### src/rtl/lab_pkg.sv
// Shared opcodes, register map, STATUS bit positions and FSM states for lab_ctrl.
package lab_pkg;

  localparam logic [7:0] OP_DAC_STREAM = 8'h01;
  localparam logic [7:0] OP_ADC_STREAM = 8'h02;
  localparam logic [7:0] OP_WR_REG     = 8'h03;
  localparam logic [7:0] OP_RD_REG     = 8'h04;

  localparam logic [1:0] ADDR_CTRL    = 2'd0;
  localparam logic [1:0] ADDR_ADC_DIV = 2'd1;
  localparam logic [1:0] ADDR_DAC_DIV = 2'd2;
  localparam logic [1:0] ADDR_STATUS  = 2'd3;

  localparam int ST_ADC_UNDERRUN = 0;
  localparam int ST_DAC_OVERFLOW = 1;
  localparam int ST_BAD_CMD      = 2;

  typedef enum logic [3:0] {
    IDLE,
    CMD,
    DAC_STREAM,
    ADC_STREAM,
    WR_ADDR,
    WR_DATA,
    RD_ADDR,
    RD_DATA,
    DISCARD
  } state_t;

  function automatic logic is_known_op(input logic [7:0] op);
    return (op == OP_DAC_STREAM) || (op == OP_ADC_STREAM) ||
           (op == OP_WR_REG) || (op == OP_RD_REG);
  endfunction

endpackage

### src/rtl/sync_2ff.sv
// Two-flop synchronizer for slow asynchronous level signals (SPI chip select).
module sync_2ff #(
  parameter int   WIDTH     = 1,
  parameter logic RESET_VAL = 1'b0
) (
  input  logic             clk,
  input  logic             resetn,
  input  logic [WIDTH-1:0] d,
  output logic [WIDTH-1:0] q
);

  logic [WIDTH-1:0] meta_reg;
  logic [WIDTH-1:0] sync_reg;

  for (genvar gi = 0; gi < WIDTH; gi++) begin : g_bit
    always_ff @(posedge clk or negedge resetn) begin
      if (!resetn) begin
        meta_reg[gi] <= RESET_VAL;
        sync_reg[gi] <= RESET_VAL;
      end else begin
        meta_reg[gi] <= d[gi];
        sync_reg[gi] <= meta_reg[gi];
      end
    end
  end

  assign q = sync_reg;

endmodule

### src/rtl/lab_ctrl.sv
// SPI command controller: decodes CS-framed byte streams into DAC writes, ADC read-back and register access.
// Build option: define LAB_CTRL_STATUS_EN for sticky STATUS bits with clear-on-read.
module lab_ctrl
  import lab_pkg::*;
#(
  parameter int DATA_W = 8
) (
  input  logic              clk,
  input  logic              resetn,
  input  logic              spi_cs,
  input  logic [DATA_W-1:0] rxd_out,
  input  logic              rxd_flag,
  output logic [DATA_W-1:0] txd_data,
  input  logic              adc_valid,
  input  logic [DATA_W-1:0] adc_data,
  output logic              adc_pop,
  input  logic              dac_ready,
  output logic              dac_wr,
  output logic [DATA_W-1:0] dac_wdata,
  output logic              adc_run,
  output logic              dac_run,
  output logic [DATA_W-1:0] adc_div,
  output logic [DATA_W-1:0] dac_div,
  output logic              busy
);

  logic              cs_s;
  logic              rx_fire;
  logic              prefetch;
  state_t            state_reg;
  logic [1:0]        addr_reg;
  logic [DATA_W-1:0] ctrl_reg;
  logic [DATA_W-1:0] adc_div_reg;
  logic [DATA_W-1:0] dac_div_reg;
  logic [DATA_W-1:0] status_reg;
  logic [DATA_W-1:0] txd_reg;
  logic [DATA_W-1:0] dac_wdata_reg;
  logic              dac_wr_reg;
  logic              adc_pop_reg;
  logic [DATA_W-1:0] rd_data;

  // CS idles high, so the synchronizer resets to 1 to avoid a phantom frame.
  sync_2ff #(.WIDTH(1), .RESET_VAL(1'b1)) u_cs_sync (
    .clk    (clk),
    .resetn (resetn),
    .d      (spi_cs),
    .q      (cs_s)
  );

  assign rx_fire  = rxd_flag && !cs_s;
  assign prefetch = rx_fire && (((state_reg == CMD) && (rxd_out == OP_ADC_STREAM)) ||
                                (state_reg == ADC_STREAM));

  always_comb begin
    rd_data = '0;
    case (rxd_out[1:0])
      ADDR_CTRL:    rd_data = ctrl_reg;
      ADDR_ADC_DIV: rd_data = adc_div_reg;
      ADDR_DAC_DIV: rd_data = dac_div_reg;
      ADDR_STATUS:  rd_data = status_reg;
      default:      rd_data = '0;
    endcase
  end

`ifdef LAB_CTRL_STATUS_EN
  logic [DATA_W-1:0] status_next;

  // Clear first, then OR in this cycle's events so a coincident event survives the clear.
  always_comb begin
    status_next = status_reg;
    if (rx_fire && (state_reg == RD_DATA) && (addr_reg == ADDR_STATUS))
      status_next = '0;
    if (prefetch && !adc_valid)
      status_next[ST_ADC_UNDERRUN] = 1'b1;
    if (rx_fire && (state_reg == DAC_STREAM) && !dac_ready)
      status_next[ST_DAC_OVERFLOW] = 1'b1;
    if (rx_fire && (state_reg == CMD) && !is_known_op(rxd_out))
      status_next[ST_BAD_CMD] = 1'b1;
  end

  always_ff @(posedge clk or negedge resetn) begin
    if (!resetn) status_reg <= '0;
    else         status_reg <= status_next;
  end
`else
  assign status_reg = '0;
`endif

  always_ff @(posedge clk or negedge resetn) begin
    if (!resetn) begin
      state_reg     <= IDLE;
      addr_reg      <= '0;
      ctrl_reg      <= '0;
      adc_div_reg   <= '0;
      dac_div_reg   <= '0;
      txd_reg       <= '0;
      dac_wdata_reg <= '0;
      dac_wr_reg    <= 1'b0;
      adc_pop_reg   <= 1'b0;
    end else begin
      dac_wr_reg  <= 1'b0;
      adc_pop_reg <= 1'b0;
      if (cs_s) begin
        // Frame aborted or finished: drop any half-done access.
        if (state_reg != IDLE) begin
          state_reg <= IDLE;
          txd_reg   <= '0;
        end
      end else begin
        case (state_reg)
          IDLE: state_reg <= CMD;
          CMD: if (rxd_flag) begin
            case (rxd_out)
              OP_DAC_STREAM: state_reg <= DAC_STREAM;
              OP_ADC_STREAM: state_reg <= ADC_STREAM;
              OP_WR_REG:     state_reg <= WR_ADDR;
              OP_RD_REG:     state_reg <= RD_ADDR;
              default:       state_reg <= DISCARD;
            endcase
          end
          DAC_STREAM: if (rxd_flag && dac_ready) begin
            dac_wr_reg    <= 1'b1;
            dac_wdata_reg <= rxd_out;
          end
          WR_ADDR: if (rxd_flag) begin
            addr_reg  <= rxd_out[1:0];
            state_reg <= WR_DATA;
          end
          WR_DATA: if (rxd_flag) begin
            case (addr_reg)
              ADDR_CTRL:    ctrl_reg    <= rxd_out;
              ADDR_ADC_DIV: adc_div_reg <= rxd_out;
              ADDR_DAC_DIV: dac_div_reg <= rxd_out;
              default:      ;
            endcase
            state_reg <= DISCARD;
          end
          RD_ADDR: if (rxd_flag) begin
            addr_reg  <= rxd_out[1:0];
            txd_reg   <= rd_data;
            state_reg <= RD_DATA;
          end
          RD_DATA: if (rxd_flag) state_reg <= DISCARD;
          ADC_STREAM, DISCARD: ;
          default: state_reg <= IDLE;
        endcase
        if (prefetch) begin
          txd_reg     <= adc_valid ? adc_data : '0;
          adc_pop_reg <= adc_valid;
        end
      end
    end
  end

  assign txd_data  = txd_reg;
  assign adc_pop   = adc_pop_reg;
  assign dac_wr    = dac_wr_reg;
  assign dac_wdata = dac_wdata_reg;
  assign adc_run   = ctrl_reg[0];
  assign dac_run   = ctrl_reg[1];
  assign adc_div   = adc_div_reg;
  assign dac_div   = dac_div_reg;
  assign busy      = (state_reg != IDLE);

endmodule

### config.mk
export PLATFORM = sky130hd
export DESIGN_NAME = lab_ctrl
export DESIGN_NICKNAME = d
export VERILOG_FILES = /design/src/rtl/lab_pkg.sv /design/src/rtl/sync_2ff.sv /design/src/rtl/lab_ctrl.sv
export SDC_FILE = /design/constraint.sdc
export NUM_CORES = 1
export LEC_CHECK = 0
export ABC_CLOCK_PERIOD_IN_PS = 1900
export CAP_MARGIN = 15
export CORE_MARGIN = 2
export CORE_UTILIZATION = 46
export CTS_CLUSTER_DIAMETER = 60
export DETAILED_ROUTE_END_ITERATION = 10
export DONT_BUFFER_PORTS = 1
export SYNTH_ARGS = -nofsm -noshare
export SYNTH_HDL_FRONTEND = slang
export SYNTH_SLANG_ARGS = --single-unit
### constraint.sdc
create_clock -name clk -period 1.9 [get_ports clk]
set_clock_uncertainty 0.15 [all_clocks]
set_input_delay 0.19 -clock clk [delete_from_list [all_inputs] [get_ports clk]]
set_output_delay 0.19 -clock clk [all_outputs]
set_load 0.05 [all_outputs]
==> impl_summary.txt <==
----------------------------------------------------
[Status]
  Run status ... finished, final reports clean

[CTS]
  TritonCTS sink count ... 50
  Number of levels in the clock H-tree ... 2
  Buffer depth of the longest clock path ... 2
  CTS tree ... yes
  Clk slew on worst S/H paths ... roughly 0.090 ns
  Root buffer cell ... sky130_fd_sc_hd__clkbuf_8
  Latest clock arrival within the worst-skew pair ... 0.30 ns
  Cts bufs inserted ... 5

[STA]
  Highest achievable clock rate ... 540 MHz
  Final Worst Setup Slack ... 0.0469 ns
  Transition at the pin with the smallest max-transition slack ... 0.526 ns
  Worst max-slew margin expressed relative to the limit ... 0.650
  Final Max Tran Viols ... 0
  Setup repair after global routing missed its margin ... true
  Final hold slack ... 0.0127 ns
  Final count of hold timing violations ... 0
  Setup TNS ... 0 ns
  Post-layout minimum cycle time ... roughly 1.9 ns
  Setup violators final ... 0
  Period utilization ... 0.975

[Route]
  Vias after detailed routing ... 1642
  Routed wire per std cell ... 19.5 um
  Via density ... 5.51
  First DRT Iteration DRCs ... 64
  Number of remaining DRC errors ... 0
  Number of routed nets with antenna violations ... 0
  Count of TritonRoute iterations in the first routing pass ... 4
  Total routed wirelength ... between 5 and 6 mm

[Synth]
  Area share of the largest cell type after synthesis ... 0.500
  Synth area leader ... sky130_fd_sc_hd__dfrtp_1
  Area contributors post-synth ... sky130_fd_sc_hd__dfrtp_1 50%, sky130_fd_sc_hd__mux2_2 16%, sky130_fd_sc_hd__a221o_1 3.8%
  Sequential share of the synthesized area ... 0.522
  Number of register bits inferred by synthesis ... 50
  Synth Area per Inst ... approximately 13 sq um
  Total of warnings raised by yosys ... 0
  Area of the mapped netlist ... 2400 sq um
  Number of flops mapped to enable cells by yosys ... 0
  Number of distinct library cell variants in the gate-level netlist after synthesis ... 42
  Main flop type after synthesis ... sky130_fd_sc_hd__dfrtp_1
  Fraction of synthesis flops using an asynchronous set or reset pin ... 1.00
  Cells after Synth ... 191
  Syn nets ... 213

[Place]
  Cell total after placement ... between 200 and 300
  Total cell area at the placement stage ... around 2600 sq um
  HPWL Detailed ... roughly 3.8 mm
  Last weighted congestion value of the routability-driven placer ... around 0.89
  Placement-stage worst setup slack ... -0.0166 ns
  Port buffer count ... 0

[Global routing]
  Total gr overflow ... 0
  Initial antenna violation count ... 0
  Vias in the first global route ... between 1500 and 2000
  GRT Total Usage ... 0.208
  Wire length of the first global-routing pass ... 9.38 mm
  Largest net degree at the start of global routing ... between 50 and 60

[Setup path]
  Worst setup path endpoint ... adc_div[0]
  Critical Path RT ... 1.94 ns
  Arrival time worst endpoint ... 1.89 ns
  Worst setup EP type ... register
  Crit path launch ... state_reg[2]
  Critical path peak fanout ... 8
  Cell depth of the worst flop-to-flop path ... 5
  Setup crit start kind ... register
  Flop-to-flop setup slack ... 0.05 ns
  Worst r2r src ... state_reg[2]
  Path type of the worst setup path ... register to register
  Worst R2R End ... adc_div[0]

[Cells and area]
  Fraction of layout cells with a size suffix above 1 ... 0.373
  Number of filler instances in the final layout ... 424
  Final net count ... around 250
  Total inserted antenna cells ... 0
  Core Util, Final ... 0.591
  Post-route insts no fill ... 298
  Area added between synthesis and finish ... 24.9%
  Layout Cell Area excl Fill ... 3000 sq um

[Floorplan]
  Standard-cell row count ... 26
  Width of the die ... 76.3 um
  # IOs ... slightly below 60
  Core ar. ... 5070 sq um
  Height of the chip ... 76.3 um
  Initial core utilization ... 0.473
  Die area ... 5820 sq um

[Power and ir drop]
  LEAKAGE ... around 1.4 nW
  Power consumption ... 2.08 mW
  Peak ir drop on the vdd network ... 0.449 mV
  Power density normalized to cell area ... about 690 nW/um^2

[Flow run]
  Max-Cap Viols ... 0

[Hold path]
  Path category of the worst min-delay check ... input pin to register

----------------------------------------------------
-- power breakdown --
group	leakage, nW	switching (mW)	internal (mW)
Sequential	0.682	0.0372	1.09
Clock	0.0585	0.356	0.395
Combinational	0.645	0.113	0.0952
-- what timing repair did --
item,in CTS,in global routing
setup buffers,0,1
gates resized for setup,2,12
endpoints found under the hold margin,96,0
hold buffers,20,0
pin swaps,0,5
setup endpoints to repair,16,18
-- layout by cell type (no fill, tap or decap), types with 3 or more instances in the layout --
cell | netlist | routed
sky130_fd_sc_hd__nand2_1 | 13 | 13
sky130_fd_sc_hd__nor2b_1 | 3 | 3
sky130_fd_sc_hd__mux2_4 | 0 | 9
sky130_fd_sc_hd__a21oi_1 | 11 | 11
sky130_fd_sc_hd__nor2_1 | 6 | 6
sky130_fd_sc_hd__mux2_2 | 34 | 25
sky130_fd_sc_hd__dfrtp_1 | 48 | 46
sky130_fd_sc_hd__clkbuf_8 | 0 | 5
sky130_fd_sc_hd__dlygate4sd3_1 | 0 | 19
sky130_fd_sc_hd__buf_12 | 0 | 4
sky130_fd_sc_hd__nor3b_4 | 3 | 3
sky130_fd_sc_hd__or2_2 | 8 | 8
sky130_fd_sc_hd__buf_4 | 0 | 17
sky130_fd_sc_hd__xnor2_1 | 3 | 3
sky130_fd_sc_hd__a221o_1 | 9 | 8
sky130_fd_sc_hd__mux2i_1 | 9 | 9
-- cell usage after synthesis (all sizes together), types with 3 or more instances --
| library cell | count |
|---|---|
| a21oi | 11 |
| a221o | 9 |
| buf | 9 |
| clkbuf | 3 |
| dfrtp | 48 |
| mux2 | 34 |
| mux2i | 9 |
| nand2 | 13 |
| nor2 | 6 |
| nor2b | 3 |
| nor3 | 3 |
| nor3b | 3 |
| or2 | 8 |
| xnor2 | 3 |
-- routing by layer --
layer | part of all wire | GRT usage | vias up
met1 | 0.45 | 0.271 | 813
met4 | 0.013 | 0.0655 | 0
met3 | 0.058 | 0.0592 | 9
met2 | 0.48 | 0.337 | 53
li1 | - | - | 767
met5 | 0 | 0 | -
-- worst max-delay path, stage by stage, from the launching register on --
cell	delay, ns
sky130_fd_sc_hd__dfrtp_2	0.45
sky130_fd_sc_hd__nor3b_4	0.26
sky130_fd_sc_hd__nand3b_4	0.15
sky130_fd_sc_hd__nor3b_4	0.25
sky130_fd_sc_hd__buf_12	0.17
sky130_fd_sc_hd__mux2_4	0.30
-- worst min-delay path by stage --
stage,from,endpoint,slack (ns),depth (start not counted)
finish,adc_valid,adc_pop,0.01,1
floorplan,resetn,adc_div[0],-0.26,0
CTS,adc_valid,adc_pop,0.003,1
global route,adc_valid,adc_pop,0.01,1
detailed placement,resetn,state_reg[0],-0.25,0
global placement,resetn,state_reg[0],-0.25,0
-- cells by family (layout without fill, tap and decap cells) --
family	after synthesis	in the layout	synth area share
simple gates	54	54	0.152
flops	50	50	0.522
mux	43	43	0.197
compound gates	29	29	0.0870
buf+inv	12	49	0.0312
xor+xnor	3	3	0.0109
-- layout make-up --
| class | count | area [sq um] | area share |
|---|---|---|---|
| Clock inverter | 3 | 43.8 | 0.0146 |
| Tap cell | 70 | 87.6 | 0.0292 |
| Clock buffer | 5 | 68.8 | 0.0229 |
| Sequential cell | 50 | 1260 | 0.419 |
| Timing Repair Buffer | 41 | 425 | 0.142 |
| Multi-Input combinational cell | 129 | 1120 | 0.373 |
No activity file was read; power rests on OpenSTA's default activity.
